$ cat config.mk
export PLATFORM = sky130hd
export DESIGN_NAME = da_shift_accumulator_flat
export DESIGN_NICKNAME = d
export VERILOG_FILES = /design/src/rtl/da_shift_accumulator_if.sv /design/src/rtl/da_shift_accumulator.sv /design/src/flat_wrapper.sv
export SDC_FILE = /design/constraint.sdc
export NUM_CORES = 1
export LEC_CHECK = 0
export BUFFER_PORTS_ARGS = -buffer_cell sky130_fd_sc_hd__buf_2
export CAP_MARGIN = 20
export CORE_UTILIZATION = 38
export CTS_CLUSTER_SIZE = 40
export DETAILED_ROUTE_END_ITERATION = 8
export PLACE_DENSITY = 0.55
export SLEW_MARGIN = 20
export SYNTH_ARGS = -nofsm -noshare
export SYNTH_HDL_FRONTEND = slang
export SYNTH_SLANG_ARGS = --single-unit
$ cat constraint.sdc
create_clock -name clk -period 8.47 [get_ports clk]
set_input_delay 1.694 -clock clk [delete_from_list [all_inputs] [get_ports clk]]
set_output_delay 1.694 -clock clk [all_outputs]
set_load 0.03 [all_outputs]
$ cat src/rtl/da_shift_accumulator_if.sv
// Handshake/bus bundle between the DA accumulator, its subfilter and the result consumer.
// master = the side that drives start/p_in/y_ready, slave = the accumulator.
interface da_shift_accumulator_if #(
    parameter int word_width = 16
);
    logic                  start;
    logic                  sub_x_we;
    logic                  sub_en;
    logic                  sub_Ts;
    logic [word_width-1:0] p_in;
    logic                  busy;
    logic                  y_valid;
    logic                  y_ready;
    logic [word_width-1:0] y_out;

    modport master (
        output start, p_in, y_ready,
        input  sub_x_we, sub_en, sub_Ts, busy, y_valid, y_out
    );

    modport slave (
        input  start, p_in, y_ready,
        output sub_x_we, sub_en, sub_Ts, busy, y_valid, y_out
    );
endinterface

$ cat src/rtl/da_shift_accumulator.sv
// Sequencer + shift-and-add accumulator for a bit-serial distributed-arithmetic FIR subfilter.
// Weights each per-bit ROM partial sum by 2^k (sign bit negative), then scales and saturates.
module da_shift_accumulator #(
    parameter int word_width = 16,
    parameter int ROM_LAT    = 1,
    parameter int OUT_SHIFT  = 15
) (
    input logic                  clk,
    input logic                  rst,
    da_shift_accumulator_if.slave bus
);
    localparam int ACC_W = 2 * word_width + 1;
    localparam int JW    = $clog2(word_width);
    localparam logic [JW-1:0] LAST = JW'(word_width - 1);
    localparam logic signed [ACC_W-1:0] SAT_MAX =
        {{(ACC_W-word_width+1){1'b0}}, {(word_width-1){1'b1}}};
    localparam logic signed [ACC_W-1:0] SAT_MIN = ~SAT_MAX;

    typedef enum logic [2:0] {IDLE, LOAD, RUN, DRAIN, HOLD} state_t;

    state_t                  state_q, state_d;
    logic [JW-1:0]           j_q, j_d;
    logic                    tok_vld_q, tok_vld_d;
    logic [JW-1:0]           tok_k_q, tok_k_d;
    logic signed [ACC_W-1:0] acc_q, acc_d;
    logic                    x_we_q, x_we_d, en_q, en_d, ts_q, ts_d;
    logic                    busy_q, busy_d, yv_q, yv_d;
    logic [word_width-1:0]   y_q, y_d;

    logic                    em_vld;
    logic [JW-1:0]           em_k, j_nxt;
    logic signed [ACC_W-1:0] term, shifted;
    logic                    enter_hold;

    // With ROM_LAT=0 the partial sum belongs to the bit being addressed this very cycle.
    assign em_vld = (ROM_LAT == 0) ? (state_q == RUN) : tok_vld_q;
    assign em_k   = (ROM_LAT == 0) ? j_q : tok_k_q;
    assign j_nxt  = j_q + JW'(1);
    assign term   = $signed({{(ACC_W-word_width){bus.p_in[word_width-1]}}, bus.p_in}) <<< em_k;

    always_comb begin
        state_d    = state_q;
        j_d        = j_q;
        tok_vld_d  = (state_q == RUN);
        tok_k_d    = j_q;
        acc_d      = acc_q;
        x_we_d     = 1'b0;
        en_d       = 1'b0;
        ts_d       = 1'b0;
        busy_d     = busy_q;
        yv_d       = yv_q;
        y_d        = y_q;
        enter_hold = 1'b0;
        shifted    = '0;

        if (em_vld) acc_d = (em_k == LAST) ? acc_q - term : acc_q + term;

        case (state_q)
            IDLE: if (bus.start) begin
                state_d = LOAD;
                acc_d   = '0;
                busy_d  = 1'b1;
                x_we_d  = 1'b1;
                en_d    = 1'b1;
            end
            LOAD: begin
                state_d = RUN;
                j_d     = '0;
                en_d    = 1'b1;
                ts_d    = (LAST == '0);
            end
            RUN: if (j_q == LAST) begin
                state_d    = (ROM_LAT == 0) ? HOLD : DRAIN;
                enter_hold = (ROM_LAT == 0);
            end else begin
                j_d  = j_nxt;
                en_d = 1'b1;
                ts_d = (j_nxt == LAST);
            end
            DRAIN: begin
                state_d    = HOLD;
                enter_hold = 1'b1;
            end
            HOLD: if (bus.y_ready) begin
                state_d = IDLE;
                yv_d    = 1'b0;
                busy_d  = 1'b0;
            end
            default: state_d = IDLE;
        endcase

        // Final accumulation and output capture happen on the same edge.
        if (enter_hold) begin
            shifted = acc_d >>> OUT_SHIFT;
            yv_d    = 1'b1;
            if (shifted > SAT_MAX)      y_d = SAT_MAX[word_width-1:0];
            else if (shifted < SAT_MIN) y_d = SAT_MIN[word_width-1:0];
            else                        y_d = shifted[word_width-1:0];
        end
    end

    always_ff @(posedge clk) begin
        if (rst) begin
            state_q   <= IDLE;
            j_q       <= '0;
            tok_vld_q <= 1'b0;
            tok_k_q   <= '0;
            acc_q     <= '0;
            x_we_q    <= 1'b0;
            en_q      <= 1'b0;
            ts_q      <= 1'b0;
            busy_q    <= 1'b0;
            yv_q      <= 1'b0;
            y_q       <= '0;
        end else begin
            state_q   <= state_d;
            j_q       <= j_d;
            tok_vld_q <= tok_vld_d;
            tok_k_q   <= tok_k_d;
            acc_q     <= acc_d;
            x_we_q    <= x_we_d;
            en_q      <= en_d;
            ts_q      <= ts_d;
            busy_q    <= busy_d;
            yv_q      <= yv_d;
            y_q       <= y_d;
        end
    end

    assign bus.sub_x_we = x_we_q;
    assign bus.sub_en   = en_q;
    assign bus.sub_Ts   = ts_q;
    assign bus.busy     = busy_q;
    assign bus.y_valid  = yv_q;
    assign bus.y_out    = y_q;
endmodule

$ cat src/flat_wrapper.sv
// flat-port wrapper written by rule: the top's interface ports become plain ports
module da_shift_accumulator_flat 
#(
    parameter int word_width = 16,
    parameter int ROM_LAT    = 1,
    parameter int OUT_SHIFT  = 15
)
  (clk, rst, bus_start, bus_p_in, bus_y_ready, bus_sub_x_we, bus_sub_en, bus_sub_Ts, bus_busy, bus_y_valid, bus_y_out);
  da_shift_accumulator_if #(.word_width(word_width)) bus_i ();
  input logic clk;
  input logic rst;
  input wire logic [$bits(bus_i.start)-1:0] bus_start;
  input wire logic [$bits(bus_i.p_in)-1:0] bus_p_in;
  input wire logic [$bits(bus_i.y_ready)-1:0] bus_y_ready;
  output wire logic [$bits(bus_i.sub_x_we)-1:0] bus_sub_x_we;
  output wire logic [$bits(bus_i.sub_en)-1:0] bus_sub_en;
  output wire logic [$bits(bus_i.sub_Ts)-1:0] bus_sub_Ts;
  output wire logic [$bits(bus_i.busy)-1:0] bus_busy;
  output wire logic [$bits(bus_i.y_valid)-1:0] bus_y_valid;
  output wire logic [$bits(bus_i.y_out)-1:0] bus_y_out;
  assign bus_i.start = bus_start;
  assign bus_i.p_in = bus_p_in;
  assign bus_i.y_ready = bus_y_ready;
  assign bus_sub_x_we = bus_i.sub_x_we;
  assign bus_sub_en = bus_i.sub_en;
  assign bus_sub_Ts = bus_i.sub_Ts;
  assign bus_busy = bus_i.busy;
  assign bus_y_valid = bus_i.y_valid;
  assign bus_y_out = bus_i.y_out;
  da_shift_accumulator #(.word_width(word_width), .ROM_LAT(ROM_LAT), .OUT_SHIFT(OUT_SHIFT)) u_core (.clk(clk), .rst(rst), .bus(bus_i));
endmodule
==> results.sh <==
export IMPL_dieHeight_um=131
export IMPL_r2r_end="u_core.bus.y_out[0]"
export IMPL_postSynthCellCount=803
export IMPL_grt_overflow_total=0
export IMPL_fin_tns_setup_ns=0
export IMPL_min_delay_worst_endpoint="u_core.acc_q[11]"
export IMPL_io_buffers=40
export IMPL_status="complete, no violations"
export IMPL_crit_arrival_ns=7.17
export IMPL_vias_per_cell=5.65
export IMPL_startpoint_type="input pin"
export IMPL_tightestPinTransition_ns=1.04
export IMPL_antenna_found_initial=0
export IMPL_seq_area_frac_synth_pct=20.9
export IMPL_cts_sinks=66
export IMPL_drive_gt1_share_pct=14.2
export IMPL_slowest_stage="a31oi_4"
export IMPL_cts_made_buffers=9
export IMPL_yosysWarnings=0
export IMPL_syn_nets=859
export IMPL_crit_type="input pin to flip-flop"
export IMPL_holdBufCountCts=0
export IMPL_synth_commonest_cells="nor2_1 (117), a21oi_1 (74), dfxtp_1 (66)"
export IMPL_place_gp_congestion=0.888
export IMPL_start_util_pct=39.4
export IMPL_rsz0062_at_grt="false"
export IMPL_fmax_mhz=143
export IMPL_synth_seq_cells=66
export IMPL_fin_crit_sh_pct=82.5
export IMPL_drc=0
export IMPL_cts_resized=0
export IMPL_dr_total_vias=5838
export IMPL_drt_iter0_markers=261
export IMPL_slew_headroom_pct=30.4
export IMPL_grt_max_degree=43
export IMPL_min_period_ns=6.99
export IMPL_skew_ns=0.0105
export IMPL_die_width_um=131
export IMPL_dp_hpwl_um=12500
export IMPL_num_antenna_cells=0
export IMPL_end_kind="flip-flop"
export IMPL_async_flop_share_pct=0
export IMPL_yosysTopAreaCell="dfxtp_1"
export IMPL_setup_viol=0
export IMPL_wl_um=16400
export IMPL_yosysTopAreaCellShare_pct=20.9
export IMPL_min_delay_path_depth=2
export IMPL_cts_clk_slew_worst_paths_ns=0.06
export IMPL_rrSetupSlack_ns=1.79
export IMPL_hp_class="flip-flop to flip-flop"
export IMPL_grt_pass1_wl_um=27100
export IMPL_yosysMostFrequentCell="nor2_1"
export IMPL_vdd_ir_drop_max_uv=147
export IMPL_r2r_start="u_core.em_k[1]"
export IMPL_postCtsSetupRepairBufs=0
export IMPL_ys_flop_type="dfxtp_1"
export IMPL_dieArea_um2=17200
export IMPL_critPathRequiredTime_ns=8.65
export IMPL_r2r_cells=21
export IMPL_critPathTopFamily="compound AO/OA/AOI/OAI gates"
export IMPL_post_drt_wl_per_cell_um=15.9
export IMPL_ant_nets=0
export IMPL_clock_latency_ns=0.33
export IMPL_cts_path_max_buffers=2
export IMPL_max_stage_delay_ns=0.50
export IMPL_synth_edf_count=0
export IMPL_cp_num_buf_inv=1
export IMPL_drt_pass1_iter_count=5
export IMPL_path_cells="buf_2, mux4_2, or2_2, a2111oi_0, o311a_1, nand2b_1, nor2b_1, nand2_1, xor2_1, ha_1, o21ai_0, a211oi_1, nand4_1, o21ai_1, a31oi_1, o311ai_1, xor2_1, nand3_1, and2_4, a31oi_4, a211oi_1"
export IMPL_rows=46
export IMPL_cts_root_buffer="clkbuf_16"
export IMPL_ctsHtreeMaxLevel=3
export IMPL_hp_start="u_core.acc_q[11]"
export IMPL_final_cells=1033
export IMPL_ios=41
export IMPL_syn_area_um2=6320
export IMPL_critPathMaxFanout=15
export IMPL_drv_cap=0
export IMPL_finalHoldViolations=0
export IMPL_cts_tree="built"
export IMPL_synth_distinct_cells=77
export IMPL_placedCellCount=1017
export IMPL_grt_pass1_vias=5531
export IMPL_ys_top_cells_by_area="dfxtp_1 (21%), nor2_1 (6.9%), ha_1 (6.9%)"
export IMPL_grt_usage_pct=19.9
export IMPL_p_per_area_nw_per_um2=226
export IMPL_area_growth_pct=10.0
export IMPL_fp_coreArea_um2=16100
export IMPL_leakage_nw=2.83
export IMPL_finalNetCount=868
export IMPL_report_final_slew_viol_count=0
export IMPL_syn_area_per_cell_um2=7.87
## registers in the layout, indices dropped and copies added (netlist names)
name and flops:
u_core.bus.y_valid 1, u_core.bus.sub_Ts 1, u_core.bus.sub_en 1, u_core.em_vld 1, u_core.bus.y_out 16, u_core.state_q 3, u_core.bus.busy 1, u_core.j_q 4
u_core.acc_q 33, u_core.bus.sub_x_we 1, u_core.em_k 4
## final cells by class
type	instances	area, um2
Timing Repair Buffer	46	245
Fill cell	1644	9100
Clock buffer	10	239
Sequential cell	66	1320
Clock inverter	6	95.1
Multi-Input combinational cell	669	4710
Tap cell	216	270
Inverter	20	75.1
## tightest hold or removal path, stage by stage, from the launching register on
cell and delay (ns):
dfxtp_1 0.33, a21oi_1 0.07, nor2_1 0.07
## where the power goes
group	total, mW	switching, mW	internal (mW)
clock	0.414	0.145	0.269
combinational	0.755	0.462	0.293
sequential	0.404	0.0511	0.353
total	1.57	0.658	0.915
## how the worst max path moves through the flow
stage	from	end	slack (ns)	cells after the start
4_1_cts	bus_p_in[7]	u_core.bus.y_out[0]	1.57	21
3_5_place_dp	bus_p_in[7]	u_core.bus.y_out[0]	1.27	21
5_1_grt	bus_p_in[7]	u_core.bus.y_out[14]	1.04	21
6_report	bus_p_in[7]	u_core.bus.y_out[0]	1.48	21
2_1_floorplan	bus_p_in[7]	u_core.bus.y_out[4]	2.12	22
3_3_place_gp	bus_p_in[7]	u_core.bus.y_out[13]	1.39	21
## metal layers
layer	vias up	share of wire [%]	GRT usage, %
met5	-	0	0
met4	0	1.6	5.54
met3	17	4.2	2.48
met2	150	44	32.1
met1	2737	50	27.9
li1	2934	-	-
## through the flow
step           total power [mW]  util (%)  setup slack (ns)  cell area (um2)  hold slack, ns
4_1_cts                    1.58      43.3              1.57             6960           0.503
2_1_floorplan              1.00         -              2.12             6320           0.461
5_1_grt                    1.69      43.3              1.04             6960           0.537
3_3_place_gp               1.15      41.2              1.39             6620           0.482
6_report                   1.57      43.3              1.48             6960           0.495
3_5_place_dp               1.16      41.2              1.27             6620           0.488
## cells by family after synthesis
logic type | share of synthesized area (%)
XOR/XNOR | 7.20
flip-flops | 20.9
buffers and inverters | 4.69
multiplexers | 12.9
AO/OA/AOI/OAI | 24.4
adder cells (fa/ha/maj) | 7.24
AND/OR/NAND/NOR | 22.7
## cells in the final DEF, fill, tap and decap left out, types with 11 or more instances in the layout
cell,instances
nand3_1,20
xor2_1,29
inv_1,19
o21ai_0,28
nor3_1,20
a31oi_1,11
a21oi_1,74
nor2_1,117
buf_2,40
nand2b_1,16
a211oi_1,13
nor2b_1,15
xnor2_1,23
nand2_1,62
a21o_1,19
ha_1,35
mux2i_1,40
mux4_2,15
dfxtp_1,65
No activity file was read; power rests on OpenSTA's default activity.
